$ cat config.mk
export PLATFORM = sky130hd
export DESIGN_NAME = wb_regfile
export DESIGN_NICKNAME = d
export VERILOG_FILES = /design/src/rtl/wb_regfile_pkg.sv /design/src/rtl/wb_result_mux.sv /design/src/rtl/wb_regfile.sv
export SDC_FILE = /design/constraint.sdc
export NUM_CORES = 2
export LEC_CHECK = 0
export ABC_AREA = 0
export ABC_CLOCK_PERIOD_IN_PS = 2900
export CORE_AREA = 8 8 458 460
export DETAILED_ROUTE_END_ITERATION = 10
export DIE_AREA = 0 0 466 468
export GPL_TIMING_DRIVEN = 0
export PLACE_DENSITY_LB_ADDON = 0.25
export SETUP_SLACK_MARGIN = 0.02
export SLEW_MARGIN = 5
export SYNTH_ARGS = -nofsm -noshare
export SYNTH_HDL_FRONTEND = slang
export SYNTH_SLANG_ARGS = --single-unit
$ cat constraint.sdc
create_clock -name clk -period 2.9 [get_ports clk]
set_clock_uncertainty 0.05 [all_clocks]
set_input_delay 0.29 -clock clk [delete_from_list [all_inputs] [get_ports clk]]
set_output_delay 0.29 -clock clk [all_outputs]
set_load 0.01 [all_outputs]
$ cat src/rtl/wb_regfile_pkg.sv
// Shared constants and types for the writeback register file.
// The optional same-cycle bypass is selected by WB_REGFILE_BYPASS_EN.
package wb_regfile_pkg;

  localparam int DATA_W_DEFAULT   = 32;
  localparam int LINK_REG_DEFAULT = 31;
  localparam int REG_ZERO         = 0;
  localparam int NUM_REGS         = 32;

  typedef logic [4:0] reg_idx_t;

endpackage

$ cat src/rtl/wb_result_mux.sv
// Writeback value select: return address, load data or ALU result.
module wb_result_mux
  import wb_regfile_pkg::*;
#(
  parameter int DATA_W = DATA_W_DEFAULT
) (
  input  logic              jumplink,
  input  logic              memtoreg,
  input  logic [DATA_W-1:0] rd,
  input  logic [DATA_W-1:0] aluout,
  input  logic [DATA_W-1:0] pcplus4,
  output logic [DATA_W-1:0] result
);

  always_comb begin
    result = aluout;
    if (jumplink) begin
      result = pcplus4;
    end else if (memtoreg) begin
      result = rd;
    end
  end

endmodule

$ cat src/rtl/wb_regfile.sv
// 31-entry register file with hard-wired zero register, fed by the writeback stage.
// Define WB_REGFILE_BYPASS_EN to forward same-cycle write data to the read ports.
module wb_regfile
  import wb_regfile_pkg::*;
#(
  parameter int DATA_W   = DATA_W_DEFAULT,
  parameter int LINK_REG = LINK_REG_DEFAULT
) (
  input  logic              clk,
  input  logic              rst_n,
  input  logic              regwrite,
  input  logic              memtoreg,
  input  logic [DATA_W-1:0] rd,
  input  logic [DATA_W-1:0] aluout,
  input  logic [4:0]        writereg,
  input  logic [DATA_W-1:0] pcplus4,
  input  logic              jumplink,
  input  logic [4:0]        ra1,
  input  logic [4:0]        ra2,
  output logic [DATA_W-1:0] rd1,
  output logic [DATA_W-1:0] rd2,
  output logic [DATA_W-1:0] result,
  output logic              wrote
);

  localparam reg_idx_t LINK_IDX = reg_idx_t'(LINK_REG);
  localparam reg_idx_t ZERO_IDX = reg_idx_t'(REG_ZERO);

  reg_idx_t          wr_addr;
  logic              wr_en;
  logic              wrote_reg;
  logic [DATA_W-1:0] rdata [NUM_REGS];

  wb_result_mux #(
    .DATA_W (DATA_W)
  ) u_result_mux (
    .jumplink (jumplink),
    .memtoreg (memtoreg),
    .rd       (rd),
    .aluout   (aluout),
    .pcplus4  (pcplus4),
    .result   (result)
  );

  assign wr_addr = jumplink ? LINK_IDX : writereg;
  assign wr_en   = regwrite && (wr_addr != ZERO_IDX);

  // Register 0 has no storage; its read slot is tied to zero.
  assign rdata[0] = '0;

  for (genvar gi = 1; gi < NUM_REGS; gi++) begin : g_reg
    logic [DATA_W-1:0] q_reg;

    always_ff @(posedge clk or negedge rst_n) begin
      if (!rst_n) begin
        q_reg <= '0;
      end else if (wr_en && (wr_addr == reg_idx_t'(gi))) begin
        q_reg <= result;
      end
    end

    assign rdata[gi] = q_reg;
  end

  always_ff @(posedge clk or negedge rst_n) begin
    if (!rst_n) begin
      wrote_reg <= 1'b0;
    end else begin
      wrote_reg <= wr_en;
    end
  end

  assign wrote = wrote_reg;

`ifdef WB_REGFILE_BYPASS_EN
  // wr_en already excludes address 0, so register 0 still reads zero.
  assign rd1 = (wr_en && (ra1 == wr_addr)) ? result : rdata[ra1];
  assign rd2 = (wr_en && (ra2 == wr_addr)) ? result : rdata[ra2];
`else
  assign rd1 = rdata[ra1];
  assign rd2 = rdata[ra2];
`endif

endmodule

Word level (Yosys, flattened, before mapping):

Cells that the tools add are included.
Widths: inputs -> output; s select.

* bits in registers: 993
* input bits: 116
* word-level logic and storage cells: 109
* output and inout bits: 97

* mux-type cells: 9
* order comparisons: 2
* reduce and logical (&&, ||, !) cells: 33
* bitwise logic cells: 2
* eq/ne operators: 31

Operator list (count)
* $bmux 32 s5: 2
* $mux 32: 6
* $eq 5x5->1 const B: 16
* $eq 5x4->1 const B: 8
* $logic_and 1x1->1: 32
* $eq 5x3->1 const B: 4
* $ge 6x6->1 const B: 2
* $not 5->6: 2
* $eq 5x2->1 const B: 2
* $eq 5x1->1 const B: 1
* $mux 5: 1
* $reduce_bool 5->1: 1

Depth between registers and ports, before layout:

* depth in word-level cells: 4
* mapped depth: 9
* mapped depth without buffers: 4

Cells and area by module:

Synthesis repeated with hierarchy kept, for this count alone.

* cell total of the unflattened synthesis: 3752
* area total of the unflattened synthesis: 53799.1 µm²

By module, submodules not included
* wb_regfile: cells an instance 3645, sequential area each 24848.8 µm², instances 1, area an instance 53084.7 µm²
* wb_result_mux: cells an instance 107, sequential area each 0.0 µm², instances 1, area an instance 714.4 µm²

Worst setup path before layout:

Ideal clock, no wire load.

* path type: input to output
* start point: input port ra2[0]
* end point: output port rd2[10]
* cell stages on the path: 7
* arrival time: 1.844 ns
* path buffers: 3
* required time: 2.560 ns
* path slack: 0.716 ns
* cell sequence: buf_2 buf_6 buf_2 mux4_2 a22o_1 o21ai_1 o31ai_1

* cells in the longest elaborated chain, start to end: 4

Ends and longest elaborated chain
* start, declared: line wb_regfile.sv:19 `input logic [4:0] ra2,`
* $not 5->6 (not written as such): line wb_regfile.sv:81 `assign rd2 = rdata[ra2];`
* $bmux 32 s5: line wb_regfile.sv:81
* $mux 32 (not written as such) (2 in a row): line wb_regfile.sv:81
* end, declared: line wb_regfile.sv:21 `output logic [DATA_W-1:0] rd2,`

Every way passes these cells. The select of a mux whose other input is x is not followed.

Worst setup path after layout:

* start point: register g_reg[29].q_reg[8]
* end point: output port rd2[8]

* cells in the longest elaborated chain, start to end: 3

Ends and longest elaborated chain
* start, declared: line wb_regfile.sv:52 `logic [DATA_W-1:0] q_reg;`
* start signal, assigned: line wb_regfile.sv:58 `q_reg <= result;`
* $bmux 32 s5: line wb_regfile.sv:81
* $mux 32 (not written as such) (2 in a row): line wb_regfile.sv:81

Every way passes these cells. The select of a mux whose other input is x is not followed.

==> summary.md <==
| Metric | Value |
|---|---|
| Root Driver | clkbuf_16 |
| Sequential area share after synthesis | between 40 and 50% |
| Hold Path Depth | 4 |
| Minimum clock period | 2.973 ns |
| Mapped Nets | between 4k and 5k |
| CTS HTree Levels | 3 |
| Drt drc | 0 |
| Number of nets with antenna violations after routing | 0 |
| Pins over their slew limit | 0 |
| PortBufs | approximately 200 |
| Final Instance Area | 64430 µm² |
| Largest family of logic cells by synthesized area | multiplexers |
| Fill count | 20.74k |
| GRT Total Usage | 18.45% |
| Worst R2R End | g_reg[27].q_reg[9] |
| Largest register FFs | 992 |
| Cell count after synthesis | 4728 |
| Flops & latches, synth | between 900 and 1k |
| Critical path class | reg -> out |
| Register area | 24850 µm² |
| Clk buf depth | 3 |
| Hold Violations, Final | 0 |
| Per-cell routed wire length | 26.30 µm |
| Multi-input combinational cell area | 27530 µm² |
| Adder and majority cell fraction of the synthesized area | 0% |
| Peak supply drop | 0.4867 mV |
| Final WL | 206200 µm |
| R2R Setup Slk | just under 2 ns |
| Die area | 218100 µm² |
| RePlAce Congestion | 0.9016 |
| Xor/xnor share of the synthesized area | 0% |
| Synth Cell Area | 52290 µm² |
| Pre-CTS WS | -1.904 ns |
| Syn_area_per_cell | 11.06 µm² |
| Clock sink total | about 990 |
| Initial antenna violation count | 15 |
| First-pass GRT wire length | around 300000 µm |
| Worst r2r path cells | 2 |
| RSZ-0062 raised after global routing | true |
| Layout area overhead | 23.21% |
| Post-layout worst setup margin | -0.07260 ns |
| Clock edge transition at the registers on the reported setup and hold paths | around 0.060 ns |
| P per Cell Area | 631.0 nW/µm² |
| Fmax | around 340 MHz |
| YS warnings | 0 |
| Num ports | between 200 and 250 |
| Post-synthesis compound-gate area fraction | 15.49% |
| Synth cell types | 36 |
| Starting Density | 25.77% |
| Final global-route overflow total | 0 |
| Worst path required time | 2.56 ns |
| Largest net degree at the start of global routing | 156 |
| Worst rel slew slack | ~17% |
| Critical path fanouts, max | 3 |
| Via count | 40.28k |
| DPL Wire Length | 164600 µm |
| Critical path capture point type | output port |
| Lkg Pwr | 27.06 nW |
| Nets@finish | 5161 |
| Failing checks | setup timing |
| Die Span Y | 468 µm |
| CTS tree | built |
| Setup violators final | 21 |
| Worst-margin pin slew | 1.251 ns |
| DR iter-0 viols | 3040 |
| Row count | 166 |
| Mux contribution to synthesized area | 24.29% |
| Max_cap viols | 0 |
| Number of global-route vias before repair | 42.17k |
| Core area | 202900 µm² |
| Chip width | 466 µm |
| CTS Buf Count | approximately 110 |
| Final period util | 102.5% |
| Data arrival, critical path | between 2 and 3 ns |
| Outcome | finished with violations |
| Worst hold endpoint | g_reg[12].q_reg[2] |
| Reg2reg start | g_reg[27].q_reg[9] |
| Share of layout cells above drive strength 1 | 25.67% |
| Simple-Gate Fraction of Synth Area | around 8.3% |
| Vias per cell | 5.137 |
| Pre-antenna DRT Iters | 5 |
| Worst hold path class | in -> reg |
| Placed cell area | between 50000 and 60000 µm² |
| Worst Min Path Start | writereg[2] |
| Worst-skew pair later-pin latency | 0.73 ns |
| Critical path launch point type | flip-flop |
## report_power, final
part           switching, W  internal, W  leakage, nW
clock               0.00626      0.00929         1.96
sequential          0.00142       0.0157         13.3
combinational       0.00438      0.00363         11.8
## Yosys cell counts
library cell / number / area [µm²]
nand4b_2: 2 / 30.03
nand2b_1: 2 / 12.51
nand2_2: 1 / 6.260
o31ai_1: 64 / 480.5
nor3b_1: 3 / 22.52
nand3b_1: 1 / 7.510
nor2_1: 4 / 15.01
o21a_1: 32 / 240.2
a22o_1: 191 / 1673
mux2i_1: 226 / 2262
o21ai_1: 92 / 460.4
nand3_1: 5 / 25.02
buf_4: 25 / 187.7
nand4_2: 5 / 62.56
nor3_4: 1 / 16.27
o22ai_1: 64 / 400.4
mux2_1: 10 / 112.6
nand2_1: 933 / 3502
a21o_1: 1 / 7.510
nor4b_4: 1 / 23.77
mux4_2: 384 / 8648
buf_2: 78 / 390.4
nor2_2: 1 / 6.260
a211oi_1: 64 / 480.5
a31oi_1: 2 / 12.51
nand3_2: 15 / 150.1
mux2_2: 149 / 1678
buf_6: 10 / 112.6
nor2b_1: 7 / 43.79
and3b_1: 2 / 17.52
inv_1: 35 / 131.4
and2_1: 66 / 412.9
buf_1: 13 / 48.80
clkbuf_1: 378 / 1419
o21ai_0: 868 / 4344
dfrtp_1: 993 / 24850
## worst max path at each step
stage	from	endpoint	slack (ns)	cells past startpoint
detailed placement	ra2[2]	rd2[19]	-1.90	8
finish	g_reg[29].q_reg[8]	rd2[8]	-0.07	5
global route	g_reg[28].q_reg[3]	rd1[3]	-0.10	5
CTS	g_reg[31].q_reg[19]	rd2[19]	-0.19	5
floorplan	ra2[0]	rd2[10]	0.72	7
global placement	rst_n	g_reg[4].q_reg[15]	-45.23	1
## kinds of logic (layout without fill, tap and decap cells)
logic type / Yosys count / after routing
AO/OA/AOI/OAI: 1378 / 1378
AND/OR/NAND/NOR: 1049 / 1049
flip-flops: 993 / 993
multiplexers: 769 / 769
buffers and inverters: 539 / 950
other: 0 / 13
## worst max-delay path, cell delays in order, from the launching register on
cell	delay, ns
dfrtp_1	0.40
mux4_2	0.51
a22o_1	0.29
o21ai_4	0.28
o31ai_4	0.19
buf_2	0.22
## layout by cell type, fill, tap and decap left out, types with 7 or more instances in the layout
master           instances
mux2i_1                226
buf_6                   38
diode_2                 13
clkdlybuf4s50_1        130
mux2_1                  10
mux4_2                 384
buf_8                    8
bufinv_16               15
clkbuf_8                29
and2_1                  65
clkbuf_2                77
a22o_1                 128
dfrtp_1                993
o21ai_4                 64
o22ai_1                 63
o21ai_1                 28
clkbuf_16              117
buf_16                   7
o31ai_4                 54
o31ai_2                  9
a22o_4                  61
clkinvlp_4              11
nor2b_1                  7
buf_2                  113
inv_1                   33
a211oi_2                60
clkinv_2                24
mux2_2                 149
clkbuf_4                16
nand3_2                 15
buf_4                   39
clkbuf_1               284
nand2_1                931
o21a_1                  27
o21ai_0                868
## final cells by class
class,instances,area share (%)
antenna,13,0.05049
buffer,493,3.927
clock buffer,158,5.172
clock inverter,50,1.018
inverter,35,0.2156
multi-input combinational,3196,42.73
sequential,993,38.57
tap,2688,5.220
timing repair buffer,214,3.098
## stage by stage
stage | cells | util (%) | total power (W) | hold slack, ns | TNS [ns]
floorplan | 4728 | - | 0.02132 | -0.05559 | 0
global placement | 7613 | 28.40 | 0.02424 | 0.4234 | -
detailed placement | 7619 | 28.49 | 0.02456 | 0.2949 | -129.72
CTS | 7824 | 31.67 | 0.04082 | 0.05100 | -2.581
global route | 7828 | 31.74 | 0.04228 | 0.08682 | -1.925
finish | 7840 | 31.75 | 0.04065 | 0.09767 | -0.6906
## routing by layer
layer,up-vias,global-route usage (%),part of all wire [%]
met5,-,0,0.0044
met1,20796,24.87,44
met2,1230,29.88,46
li1,17950,-,-
met3,299,2.694,5.7
met4,2,7.425,4.3
## timing repair
item                                    CTS  global route
hold endpoints to repair                133             0
gates cloned                              0             0
pin swaps                               128            64
endpoints found under the setup margin   88            61
hold buffers                              1             0
gates resized for setup                 850            43
buffers inserted                          6             3
No activity file was read; power rests on OpenSTA's default activity.
